### src/rtl/uart_cmd_ctrl.sv
// ============================================================================
// uart_cmd_ctrl
// ----------------------------------------------------------------------------
// Single-letter ASCII command interpreter sitting between a UART RX FIFO, a
// UART TX FIFO and a free-running 16-bit counter.  One command byte is taken
// from the RX FIFO at a time, decoded, acted upon, and answered on the TX FIFO.
//
//   R/r : start counter (run_en <= 1)            answer 'K'
//   S/s : stop counter  (run_en <= 0)            answer 'K'
//   C/c : one-cycle clear_pulse                  answer 'K'
//   D/d : toggle count direction (dir_down)      answer 'K'
//   Q/q : report count_value as 4 hex digits + CR LF
//   any other byte                               answer '?'
//
// Optional feature (compile-time macro):
//   UART_CMD_ECHO_EN - when defined, every received byte is echoed to the TX
//                      FIFO before its response.  When undefined the ECHO
//                      state does not exist.
//
// Ports:
//   clk, rst        rising-edge clock, synchronous active-high reset
//   rx_fifo_empty   RX FIFO empty (first-word-fall-through)
//   rx_fifo_rdata   RX FIFO head byte
//   rx_fifo_pop     consume RX head byte this cycle
//   tx_fifo_full    TX FIFO full
//   tx_fifo_push    write tx_fifo_wdata this cycle
//   tx_fifo_wdata   byte to write (0x00 when not pushing)
//   count_value     live counter value
//   run_en          counter enable level
//   clear_pulse     one-cycle counter clear
//   dir_down        counter direction, 1 = down
//   busy            high whenever a command is being processed
// ============================================================================
module uart_cmd_ctrl (
    input  logic        clk,
    input  logic        rst,
    input  logic        rx_fifo_empty,
    input  logic [7:0]  rx_fifo_rdata,
    output logic        rx_fifo_pop,
    input  logic        tx_fifo_full,
    output logic        tx_fifo_push,
    output logic [7:0]  tx_fifo_wdata,
    input  logic [15:0] count_value,
    output logic        run_en,
    output logic        clear_pulse,
    output logic        dir_down,
    output logic        busy
);

    localparam logic [1:0] IDLE   = 2'd0;
`ifdef UART_CMD_ECHO_EN
    localparam logic [1:0] ECHO   = 2'd1;
`endif
    localparam logic [1:0] DECODE = 2'd2;
    localparam logic [1:0] SEND   = 2'd3;

    logic [1:0] state;
    logic [7:0] cmd_reg;
    logic [15:0] rpt_reg;
    logic [2:0] byte_idx;
    logic [7:0] resp_byte;
    logic       query_resp;

    logic [7:0] cmd_upper;
    logic [7:0] send_byte;
    logic       last_byte;
    logic       can_push;

    function automatic logic [7:0] hex_digit(input logic [3:0] n);
        // 0x37 + n maps 10..15 onto 'A'..'F'
        if (n < 4'd10) begin
            return 8'h30 + {4'h0, n};
        end
        return 8'h37 + {4'h0, n};
    endfunction

    // Clearing bit 5 folds lower-case letters onto upper case; no other byte
    // can alias onto one of the five command letters this way.
    assign cmd_upper = cmd_reg & 8'hDF;

    assign busy = (state != IDLE);

    // Pop and push are combinational so they land in the same cycle as the
    // state that owns them; reset masks both so nothing moves in a reset cycle.
    assign rx_fifo_pop = !rst && (state == IDLE) && !rx_fifo_empty;

`ifdef UART_CMD_ECHO_EN
    assign can_push = !rst && !tx_fifo_full && ((state == SEND) || (state == ECHO));
`else
    assign can_push = !rst && !tx_fifo_full && (state == SEND);
`endif

    assign tx_fifo_push = can_push;

    // Report bytes are generated from the snapshot register, so the live
    // counter moving during SEND cannot disturb them.
    always_comb begin
        send_byte = resp_byte;
        if (query_resp) begin
            case (byte_idx)
                3'd0:    send_byte = hex_digit(rpt_reg[15:12]);
                3'd1:    send_byte = hex_digit(rpt_reg[11:8]);
                3'd2:    send_byte = hex_digit(rpt_reg[7:4]);
                3'd3:    send_byte = hex_digit(rpt_reg[3:0]);
                3'd4:    send_byte = 8'h0D;
                default: send_byte = 8'h0A;
            endcase
        end
    end

    assign last_byte = query_resp ? (byte_idx == 3'd5) : 1'b1;

    // Data bus is forced to zero whenever nothing is being written.
    always_comb begin
        tx_fifo_wdata = 8'h00;
        if (can_push) begin
`ifdef UART_CMD_ECHO_EN
            tx_fifo_wdata = (state == ECHO) ? cmd_reg : send_byte;
`else
            tx_fifo_wdata = send_byte;
`endif
        end
    end

    // Main sequencer: fetch one byte, optionally echo it, decode and act on
    // it, then stream the response out under TX backpressure.
    always_ff @(posedge clk) begin
        if (rst) begin
            state       <= IDLE;
            cmd_reg     <= 8'h00;
            rpt_reg     <= 16'h0000;
            byte_idx    <= 3'd0;
            resp_byte   <= 8'h00;
            query_resp  <= 1'b0;
            run_en      <= 1'b0;
            dir_down    <= 1'b0;
            clear_pulse <= 1'b0;
        end else begin
            clear_pulse <= 1'b0;
            case (state)
                IDLE: begin
                    if (!rx_fifo_empty) begin
                        cmd_reg <= rx_fifo_rdata;
`ifdef UART_CMD_ECHO_EN
                        state   <= ECHO;
`else
                        state   <= DECODE;
`endif
                    end
                end
`ifdef UART_CMD_ECHO_EN
                ECHO: begin
                    if (can_push) begin
                        state <= DECODE;
                    end
                end
`endif
                DECODE: begin
                    byte_idx   <= 3'd0;
                    query_resp <= 1'b0;
                    resp_byte  <= 8'h4B;
                    state      <= SEND;
                    case (cmd_upper)
                        8'h52: run_en      <= 1'b1;
                        8'h53: run_en      <= 1'b0;
                        8'h43: clear_pulse <= 1'b1;
                        8'h44: dir_down    <= ~dir_down;
                        8'h51: begin
                            rpt_reg    <= count_value;
                            query_resp <= 1'b1;
                        end
                        default: resp_byte <= 8'h3F;
                    endcase
                end
                SEND: begin
                    if (can_push) begin
                        if (last_byte) begin
                            byte_idx <= 3'd0;
                            state    <= IDLE;
                        end else begin
                            byte_idx <= byte_idx + 3'd1;
                        end
                    end
                end
                default: state <= IDLE;
            endcase
        end
    end

endmodule
### config.mk
export PLATFORM = sky130hd
export DESIGN_NAME = uart_cmd_ctrl
export DESIGN_NICKNAME = d
export VERILOG_FILES = /design/src/rtl/uart_cmd_ctrl.sv
export SDC_FILE = /design/constraint.sdc
export NUM_CORES = 1
export LEC_CHECK = 0
export BUFFER_PORTS_ARGS = -buffer_cell sky130_fd_sc_hd__buf_2
export CORE_MARGIN = 5
export CORE_UTILIZATION = 35
export CTS_CLUSTER_DIAMETER = 150
export CTS_CLUSTER_SIZE = 12
export DETAILED_ROUTE_END_ITERATION = 12
export PLACE_DENSITY_LB_ADDON = 0.25
export SLEW_MARGIN = 10
export SYNTH_ARGS = -nofsm -noshare
export SYNTH_HDL_FRONTEND = slang
export SYNTH_SLANG_ARGS = --single-unit
### constraint.sdc
create_clock -name clk -period 1.7 [get_ports clk]
set_input_delay 0.255 -clock clk [delete_from_list [all_inputs] [get_ports clk]]
set_output_delay 0.255 -clock clk [all_outputs]
set_load 0.01 [all_outputs]
======== Yosys cells after proc, flatten, opt, wreduce, memory -nomap -nowiden ========
Cells that the tools add are included.
W data, S select, Z words.
storage, ports and cells
  register bits after elaboration ......... 41
  latch bits .............................. 0
  bits in writable memories ............... 0
  bits in read-only memories .............. 0
  bits of input ports ..................... 28
  output and inout port bits .............. 14
  word-level logic and storage cells ...... 95
  memories kept ........................... 0
operators by class
  add/subtract/negate cells ............... 9
  multipliers ............................. 0
  divide/modulo/power cells ............... 0
  magnitude comparators ................... 4
  equal/unequal tests ..................... 15
  shift-type cells ........................ 0
  mux-type cells .......................... 35
  bitwise logic cells ..................... 3
  reduce and logical (&&, ||, !) cells .... 20
operators with widths
  cell                   number
  $mux W8                10
  $add A6 B4 Y7 const A  8
  $pmux W8 S5            1
  $eq A7 B6 Y1 const B   5
  $lt A4 B4 Y1 const B   4
  $mux W1                15
  $reduce_and A2 Y1      5
  $mux W7                1
  $eq A3 B2 Y1 const B   2
  $eq A3 B3 Y1 const B   2
  $mux W2                3
  $mux W3                2
  $ne A2 B2 Y1 const B   3
  $pmux W2 S3            1
  $pmux W3 S2            1
  $reduce_bool A2 Y1     3
  $reduce_or A5 Y1       1
  $eq A2 B2 Y1 const B   2
  $logic_and A1 B1 Y1    4
  $add A3 B1 Y3 const B  1
  $eq A3 B1 Y1 const B   1
  $logic_not A1 Y1       3
  $logic_not A3 Y1       1
  $not A1 Y1             3
  4 further kinds        4

======== Longest topological paths before layout ========
Gate-level depths: netlist (run 1).
  depth after elaboration ................. 8
  mapped depth ............................ 8
  depth with buffers taken out ............ 7

======== Worst setup path before layout (run 1) ========
No wires, ideal clock.
  path type ............................... reg2out
  from .................................... register byte_idx[2]
  to ...................................... output tx_fifo_wdata[3]
  data arrival time ....................... 1.461 ns
  data required time ...................... 1.445 ns
  slack ................................... -0.016 ns
  stages on the path, launching flop included .. 8
  path buffers ............................ 1
  path through ............................ dfxtp_1 > inv_1 > ha_1 > clkbuf_1 > nor2_1 > o21ai_1 > and2_1 > a41oi_1
on the way
  word-level cells in the longest chain between the ends .. 4
  elaborated cells on any way between the ends .. 8
  classes of those cells .................. eq/ne (4); mux (3); reduce/logical (1)
ends and longest elaborated chain
  what                                        RTL line  source
  start, declared                             60        logic [2:0] byte_idx;
  start signal, assigned                      181       byte_idx <= byte_idx + 3'd1;
  $eq A3 B3 Y1, or another cell as far along  100       case (byte_idx)
  $pmux W8 S5 (*)                             100
  $mux W8 (*)                                 99        if (query_resp) begin
  $mux W8 (*)                                 116       if (can_push) begin
  end, declared                               42        output logic [7:0] tx_fifo_wdata,
Mark *: on every way between the ends. The rest lies on a longest branch, timed or not.

======== Worst setup path in the final report (run 1) ========
  from .................................... register byte_idx[0]
  to ...................................... output tx_fifo_wdata[1]
The elaborated chain is that of the path after synthesis.

==> results.json, run 1 <==
{
  "root_buffer": "clkbuf_8",
  "rr_startpoint": "cmd_reg[3]",
  "synth.area.top_cells": "dfxtp_1 (35%), mux2i_1 (12%), nor2_1 (7.0%)",
  "top_usage_layer": "met2",
  "antenna_found_initial": 0,
  "numClockSinks": 35,
  "num_rows": 27,
  "max_freq_ghz": 0.507,
  "min_period_over_period": 1.16,
  "grt_max_degree": 36,
  "numCtsBuffers": 5,
  "path_class": "reg2out",
  "whs_ns": 0.199,
  "grtUsageMet1": 0.165,
  "port_buffers": 39,
  "switching_power_mw": 0.394,
  "p_int_mw": 1.19,
  "fin_cells": 383,
  "ys_types": 43,
  "ant_nets": 0,
  "ys_seq_area_frac": 0.354,
  "dp_hpwl_um": 3520,
  "route.detailed.drc": 0,
  "pwr-share-comb": 0.087,
  "startpoint_type": "flip-flop",
  "yosys_warnings": 0,
  "dr.pass1.iters": 4,
  "grt_use_total": 0.136,
  "htreeDepth": 2,
  "routedWlPerCell_um": 12.9,
  "hold_viol": 0,
  "setup_viol": 7,
  "synth_fp_nets": 277,
  "hold_path_class": "in2reg",
  "maxSlewViolCount": 0,
  "end_kind": "output pin",
  "grt_pass1_wl_um": 8220,
  "dr_total_vias": 1863,
  "rsz0062_at_grt": "true",
  "worstPathArrival_ns": 1.72,
  "overflow": 0,
  "r2r_cells": 6,
  "core-area_um2": 5510,
  "antenna_cells": 0,
  "final_cell_mix": "buf_2 (39), nor2_1 (36), buf_4 (27)",
  "clockBufferDepth": 2,
  "grt_use_met3": 0.0437,
  "drt_first_iter_violations": 50,
  "clk_latency_ns": 0.29,
  "postRouteWirelength_um": 4950,
  "fin_crit_ns": 1.97,
  "whs_path_depth": 3,
  "finClkSkew_ns": 0.00593,
  "crit_required_ns": 1.44,
  "drive_gt1_frac": 0.444,
  "dieArea_um2": 7270,
  "synth_area_leader_cell": "dfxtp_1",
  "area_delta_synth_final_pct": 44.3,
  "fin_ws_ns": -0.272,
  "drv_cap": 0,
  "nNetsFinal": 347,
  "clk_pin_slew_ns": 0.07,
  "swShare": 0.248,
  "dp.cells": 370,
  "largest_reg_flops": 16,
  "synth_cells": 240,
  "grtUsageMet2": 0.223,
  "vdd_drop_max_uv": 508,
  "reg2reg_slack_ns": 0.10,
  "reg2reg_to": "rpt_reg[5]",
  "syn_area_per_cell_um2": 8.26,
  "power.density_nw_per_um2": 555,
  "vias_per_cell": 4.86,
  "violations": "setup timing",
  "die_h_um": 85.3,
  "p_leak_nw": 1.12,
  "io_pins": 42,
  "outcome": "finished with violations",
  "yosysTopAreaCellShare": 0.354,
  "grt_pass1_vias": 1856,
  "min_from": "rx_fifo_rdata[4]",
  "hold_end": "cmd_reg[4]",
  "final_common_cell": "buf_2",
  "ys_seq_elements": 35,
  "crit_fanout": 3,
  "initial_core_util": 0.360,
  "clkPwrFrac": 0.373,
  "seqPwrFrac": 0.540,
  "cts_tree": "done",
  "die-width_um": 85.3,
  "place_congestion": 0.844,
  "synth_area_um2": 1980
}
[logic make-up (layout without fill, tap and decap cells)]
logic type | after synthesis | in the layout | synth area share
simple gates | 88 | 88 | 0.221
buf+inv | 25 | 96 | 0.0612
xor+xnor | 6 | 6 | 0.0265
fa+ha+maj | 9 | 9 | 0.0568
flops | 35 | 35 | 0.354
other cells | 1 | 1 | 0.00189
compound gates | 52 | 52 | 0.158
mux | 24 | 24 | 0.121
[metrics by stage]
step                      setup slack, ns  setup TNS, ns  area [um2]  total power, mW   util
final                              -0.272          -1.60        2860             1.59  0.519
after global routing               -0.347          -2.12        2860             1.67  0.519
after floorplan                    0.0204              0        1990            0.960      -
after CTS                          -0.242          -1.38        2710             1.62  0.492
after detailed placement          -0.0488        -0.0936        2440             1.02  0.442
after global placement            -0.0273        -0.0603        2440             1.02  0.442
[power groups by stage]
| stage | Sequential, mW | Combinational [mW] | Clock (mW) |
|---|---|---|---|
| after CTS | 0.860 | 0.138 | 0.620 |
| after global placement | 0.880 | 0.135 | 0 |
| after detailed placement | 0.881 | 0.137 | 0 |
| after global routing | 0.861 | 0.155 | 0.652 |
| final | 0.857 | 0.138 | 0.591 |
| after floorplan | 0.877 | 0.0831 | 0 |
[worst max-delay path: stages, from the launching register on]
cell	delay, ns
dfxtp_4	0.36
buf_6	0.12
ha_4	0.15
ha_4	0.16
nor2_2	0.08
o21ai_1	0.07
and2_4	0.18
a31oi_4	0.17
buf_2	0.15
[worst max path at each step]
| stage | from | to | slack, ns | depth (start not counted) |
|---|---|---|---|---|
| after floorplan | byte_idx[2] | tx_fifo_wdata[6] | 0.02 | 8 |
| after global placement | rpt_reg[5] | tx_fifo_wdata[2] | -0.03 | 8 |
| after detailed placement | rpt_reg[5] | tx_fifo_wdata[2] | -0.05 | 8 |
| after CTS | byte_idx[0] | tx_fifo_wdata[5] | -0.24 | 7 |
| after global routing | byte_idx[0] | tx_fifo_wdata[5] | -0.35 | 7 |
| final | byte_idx[0] | tx_fifo_wdata[1] | -0.27 | 8 |
[area by class of cell]
cell class / count / area [um2]
Tap cell: 72 / 90.1
Sequential cell: 35 / 723
Clock buffer: 6 / 72.6
Fill cell: 548 / 2650
Inverter: 16 / 65.1
Multi-Input combinational cell: 180 / 1420
Clock inverter: 2 / 12.5
Timing Repair Buffer: 72 / 474
[routing by layer]
layer	part of all wire	vias up
met3	0.061	9
li1	-	974
met2	0.47	45
met5	0	-
met1	0.45	835
met4	0.016	0
[what timing repair did]
item / 4_1_cts / 5_1_grt
hold buffers: 0 / 0
pin swaps: 17 / 24
gates resized for setup: 57 / 31
endpoints found under the setup margin: 7 / 20
setup buffers: 2 / 4
[synthesized netlist by cell type (all sizes together)]
cell type	instances
o21a	1
nand3	3
nor2	38
nor4	1
a221oi	1
xor2	2
clkbuf	6
o22ai	2
o21ai	19
nand2b	3
a22o	1
a41oi	1
buf	3
a21boi	1
a222oi	1
nor3b	1
ha	9
nor2b	7
nor4b	3
dfxtp	35
o211a	1
and4b	2
a22oi	1
or3	1
xnor2	4
a21oi	12
a211oi	3
conb	1
nand2	19
a32oi	1
or2	3
inv	16
and2	1
a31oi	6
mux2i	24
nor3	6
o211ai	1
Power figures use the tool's default switching activity.
==> run 2: changes to the inputs <==
CORE_ASPECT_RATIO = 1.1   (was unset)
REMOVE_ABC_BUFFERS = 1   (was unset)
clock period = 2.1 ns   (was 1.7 ns; I/O delays follow)
==> run 2 against run 1 <==
  * The run now ends clean
  * Combinational power shrank 23%
  * Routed wire length down 7.1%
  * Count of clock-buffer cells in the layout unchanged
  * Sequential cell count unchanged
  * Critical path depth unchanged
  * Cell count down 6.0%
  * Die area about the same
  * First-iteration DRC count is 64% higher
  * Critical endpoint is now tx_fifo_wdata[2]
  * Cell area decreased by 11%
  * Core utilization fell by 5.1 points
  * Largest power group unchanged
==> results.json, run 2 (synthesized netlist as in run 1, its figures left out) <==
{
  "nNetsFinal": 322,
  "worstPathArrival_ns": 1.77,
  "largest_reg_flops": 16,
  "final_cell_mix": "buf_2 (39), nor2_1 (37), dfxtp_1 (26)",
  "numClockSinks": 35,
  "antenna_found_initial": 0,
  "grt_use_total": 0.135,
  "drv_cap": 0,
  "die_h_um": 88.9,
  "postRouteWirelength_um": 4590,
  "setup_viol": 0,
  "hold_path_class": "in2reg",
  "rsz0062_at_grt": "true",
  "htreeDepth": 2,
  "vdd_drop_max_uv": 279,
  "cts_tree": "done",
  "ant_nets": 0,
  "min_period_over_period": 0.994,
  "antenna_cells": 0,
  "clk_pin_slew_ns": 0.07,
  "clockBufferDepth": 2,
  "overflow": 0,
  "final_common_cell": "buf_2",
  "crit_required_ns": 1.78,
  "drt_first_iter_violations": 82,
  "max_freq_ghz": 0.479,
  "port_buffers": 39,
  "root_buffer": "clkbuf_8",
  "startpoint_type": "flip-flop",
  "initial_core_util": 0.365,
  "die-width_um": 81.8,
  "numCtsBuffers": 5,
  "whs_path_depth": 3,
  "dieArea_um2": 7270,
  "p_leak_nw": 0.989,
  "dp_hpwl_um": 3370,
  "dr.pass1.iters": 4,
  "area_delta_synth_final_pct": 28.4,
  "io_pins": 42,
  "core-area_um2": 5430,
  "place_congestion": 0.844,
  "vias_per_cell": 4.96,
  "power.total_mw": 1.29,
  "path_class": "reg2out",
  "num_rows": 28,
  "r2r_cells": 6,
  "finClkSkew_ns": 0.00539,
  "clk_latency_ns": 0.29,
  "grt_max_degree": 36,
  "grt_pass1_wl_um": 7590,
  "maxSlewViolCount": 0,
  "drive_gt1_frac": 0.347,
  "dr_total_vias": 1787,
  "grt_pass1_vias": 1717,
  "routedWlPerCell_um": 12.8,
  "crit_fanout": 5,
  "hold_viol": 0,
  "fin_crit_ns": 2.09,
  "route.detailed.drc": 0,
  "end_kind": "output pin",
  "outcome": "completed",
  "fin_util": 0.469,
  "power.density_nw_per_um2": 506
}
run 2: final cells by class:
cell class              count  area, um2
clock buffers               6       82.6
clock inverters             1       5.00
multi-input cells         180       1320
inverters                  16       62.6
fillers                   557       2890
flip-flops and latches     35        717
well taps                  75       93.8
repair buffers             47        268
run 2: final timing paths:
path                   from          endpoint  slack, ns
max             rpt_reg[13]  tx_fifo_wdata[2]       0.01
min          count_value[3]        rpt_reg[3]       0.26
max reg2reg        state[0]        rpt_reg[9]       0.47
min reg2reg    resp_byte[6]      resp_byte[6]       0.46
run 2: power by group:
| part | switching, mW | internal (mW) |
|---|---|---|
| Clock | 0.228 | 0.257 |
| Sequential | 0.0179 | 0.679 |
| Combinational | 0.0533 | 0.0524 |
run 2: critical path, stage by stage, from the launching register on:
cell	delay (ns)
dfxtp_4	0.37
inv_4	0.06
ha_4	0.13
nand2_2	0.05
or3_4	0.40
nand3_4	0.09
a221oi_2	0.06
a21oi_1	0.17
buf_2	0.15
run 2: repair_timing:
| item | CTS | global route |
|---|---|---|
| setup buffers | 0 | 3 |
| hold buffers | 0 | 0 |
| gates resized for setup | 17 | 40 |
| setup endpoints to repair | 6 | 7 |
| pin swaps | 1 | 12 |
run 2: per-stage QoR:
step / worst slack (ns) / setup TNS, ns / hold slack (ns) / cells / cell area, um2
floorplan: 0.261 / 0 / 0.384 / 231 / 1920
global placement: 0.215 / 0 / 0.443 / 350 / 2260
detailed placement: 0.233 / 0 / 0.449 / 350 / 2260
CTS: -0.00677 / -0.00677 / 0.252 / 357 / 2410
global route: -0.0816 / -0.207 / 0.259 / 360 / 2540
finish: 0.0134 / 0 / 0.262 / 360 / 2540
run 2: metal layers:
| metal | vias up | part of all wire | global-route usage |
|---|---|---|---|
| li1 | 916 | - | - |
| met1 | 823 | 0.46 | 0.171 |
| met2 | 41 | 0.46 | 0.214 |
| met3 | 7 | 0.063 | 0.0413 |
| met4 | 0 | 0.016 | 0.0514 |
| met5 | - | 0 | 0 |
==> run 3: changes to the inputs <==
PLACE_DENSITY_LB_ADDON = 0.08   (was 0.25)
==> run 3 against run 2 <==
  * Register-to-register slack hardly changed
  * Count of clock-buffer cells in the layout is 1 higher
  * Via count decreased by 1.1%
  * Global-route usage is essentially flat
  * Highest routed layer unchanged
==> results.json, run 3 (synthesized netlist as in run 1, its figures left out) <==
{
  "rsz0062_at_grt": "true",
  "antenna_found_initial": 0,
  "outcome": "completed",
  "place_congestion": 0.805,
  "startpoint_type": "flip-flop",
  "fin_cells": 364,
  "nNetsFinal": 325,
  "htreeDepth": 2,
  "die-width_um": 81.8,
  "maxSlewViolCount": 0,
  "initial_core_util": 0.365,
  "overflow": 0,
  "nFillCells": 558,
  "grt_use_total": 0.134,
  "num_rows": 28,
  "port_buffers": 39,
  "crit_required_ns": 1.78,
  "crit_slowest_cell": "or3_4",
  "area_delta_synth_final_pct": 31.2,
  "hold_path_class": "in2reg",
  "root_buffer": "clkbuf_8",
  "grt_max_degree": 36,
  "end_kind": "output pin",
  "clk_pin_slew_ns": 0.07,
  "crit_fanout": 2,
  "ant_nets": 0,
  "tns_ns": 0,
  "drive_gt1_frac": 0.360,
  "dieArea_um2": 7270,
  "worstPathArrival_ns": 1.72,
  "path_class": "reg2out",
  "p_leak_nw": 1.01,
  "whs_ns": 0.257,
  "routedWlPerCell_um": 12.9,
  "max_freq_ghz": 0.491,
  "core-area_um2": 5430,
  "vias_per_cell": 4.86,
  "fin_util": 0.479,
  "dr_total_vias": 1768,
  "cp_cell_sequence": "inv_2 > ha_2 > nand2_1 > or3_4 > nand3_2 > a221oi_2 > a21oi_1 > buf_2",
  "reg2reg_slack_ns": 0.47,
  "cts_tree": "done",
  "vdd_drop_max_uv": 276,
  "dr.pass1.iters": 4,
  "drt_first_iter_violations": 54,
  "numCtsBuffers": 5,
  "cts_hold_buf": 0,
  "largest_reg_flops": 16,
  "hold_viol": 0,
  "postRouteWirelength_um": 4700,
  "power.total_mw": 1.35,
  "route.detailed.drc": 0,
  "final_common_cell": "buf_2",
  "slowest_delay_ns": 0.34,
  "final_cell_mix": "buf_2 (39), nor2_1 (37), dfxtp_1 (25)",
  "die_h_um": 88.9,
  "drv_cap": 0,
  "fin_crit_ns": 2.04,
  "grt_pass1_wl_um": 7480,
  "grt_pass1_vias": 1650,
  "clk_latency_ns": 0.29,
  "dp_hpwl_um": 3460,
  "clockBufferDepth": 2,
  "setup_viol": 0,
  "finClkSkew_ns": 0.00726,
  "io_pins": 42,
  "dp.cells": 351,
  "numClockSinks": 35,
  "power.density_nw_per_um2": 518,
  "min_period_over_period": 0.969,
  "antenna_cells": 0
}
## run 3: cell count changes in the layout (fill, tap and decap cells not counted), sizes merged
cell      delta
buf          +3
clkbuf       +1
clkinv       -1
clkinvlp     +1
## run 3: final cells by class
| class | instances | area, um2 | share of cell area |
|---|---|---|---|
| clock buffer | 7 | 96.3 | 0.0370 |
| sequential | 35 | 718 | 0.276 |
| tap | 75 | 93.8 | 0.0361 |
| multi-input combinational | 180 | 1330 | 0.512 |
| clock inverter | 1 | 7.51 | 0.00289 |
| inverter | 16 | 62.6 | 0.0241 |
| timing repair buffer | 50 | 290 | 0.112 |
## run 3: what timing repair did
item | CTS | global route
resized for setup | 21 | 39
pin swaps | 1 | 9
cloned | 0 | 0
buffers inserted | 0 | 5
endpoints found under the setup margin | 6 | 7
## run 3: per-layer routing
metal,track usage,vias to the layer above,wire [um],share of wire
met5,0,-,0,0
met4,0.0589,0,82,0.017
met3,0.0363,7,228,0.049
met2,0.226,30,2240,0.48
met1,0.160,805,2150,0.46
li1,-,926,-,-
## run 3: final timing paths
check / cells past startpoint / start / endpoint
worst max-delay path: 8 / rpt_reg[13] / tx_fifo_wdata[2]
worst min-delay path: 3 / rx_fifo_rdata[6] / cmd_reg[6]
worst max register to register: 6 / state[0] / rpt_reg[6]
worst min register to register: 2 / resp_byte[6] / resp_byte[6]
## run 3: worst max-delay path, delay by kind of cell (launching register included)
| family | cells | cell delay [ns] |
|---|---|---|
| AOI/OAI and AO/OA | 2 | 0.25 |
| adders and majority gates | 1 | 0.17 |
| buffers and inverters | 2 | 0.21 |
| DFF | 1 | 0.32 |
| and+or+nand+nor | 3 | 0.48 |
## run 3: power by group
group / internal (mW) / leakage, nW / switching, mW
clock: 0.298 / 0.0505 / 0.247
combinational: 0.0519 / 0.672 / 0.0535
sequential: 0.678 / 0.290 / 0.0173
total: 1.03 / 1.01 / 0.318
## run 3: stage by stage
step | worst slack [ns] | cell area [um2]
after floorplan | 0.261 | 1920
after global placement | 0.178 | 2270
after detailed placement | 0.194 | 2270
after CTS | 0.00332 | 2430
after global routing | -0.0388 | 2600
final | 0.0645 | 2600
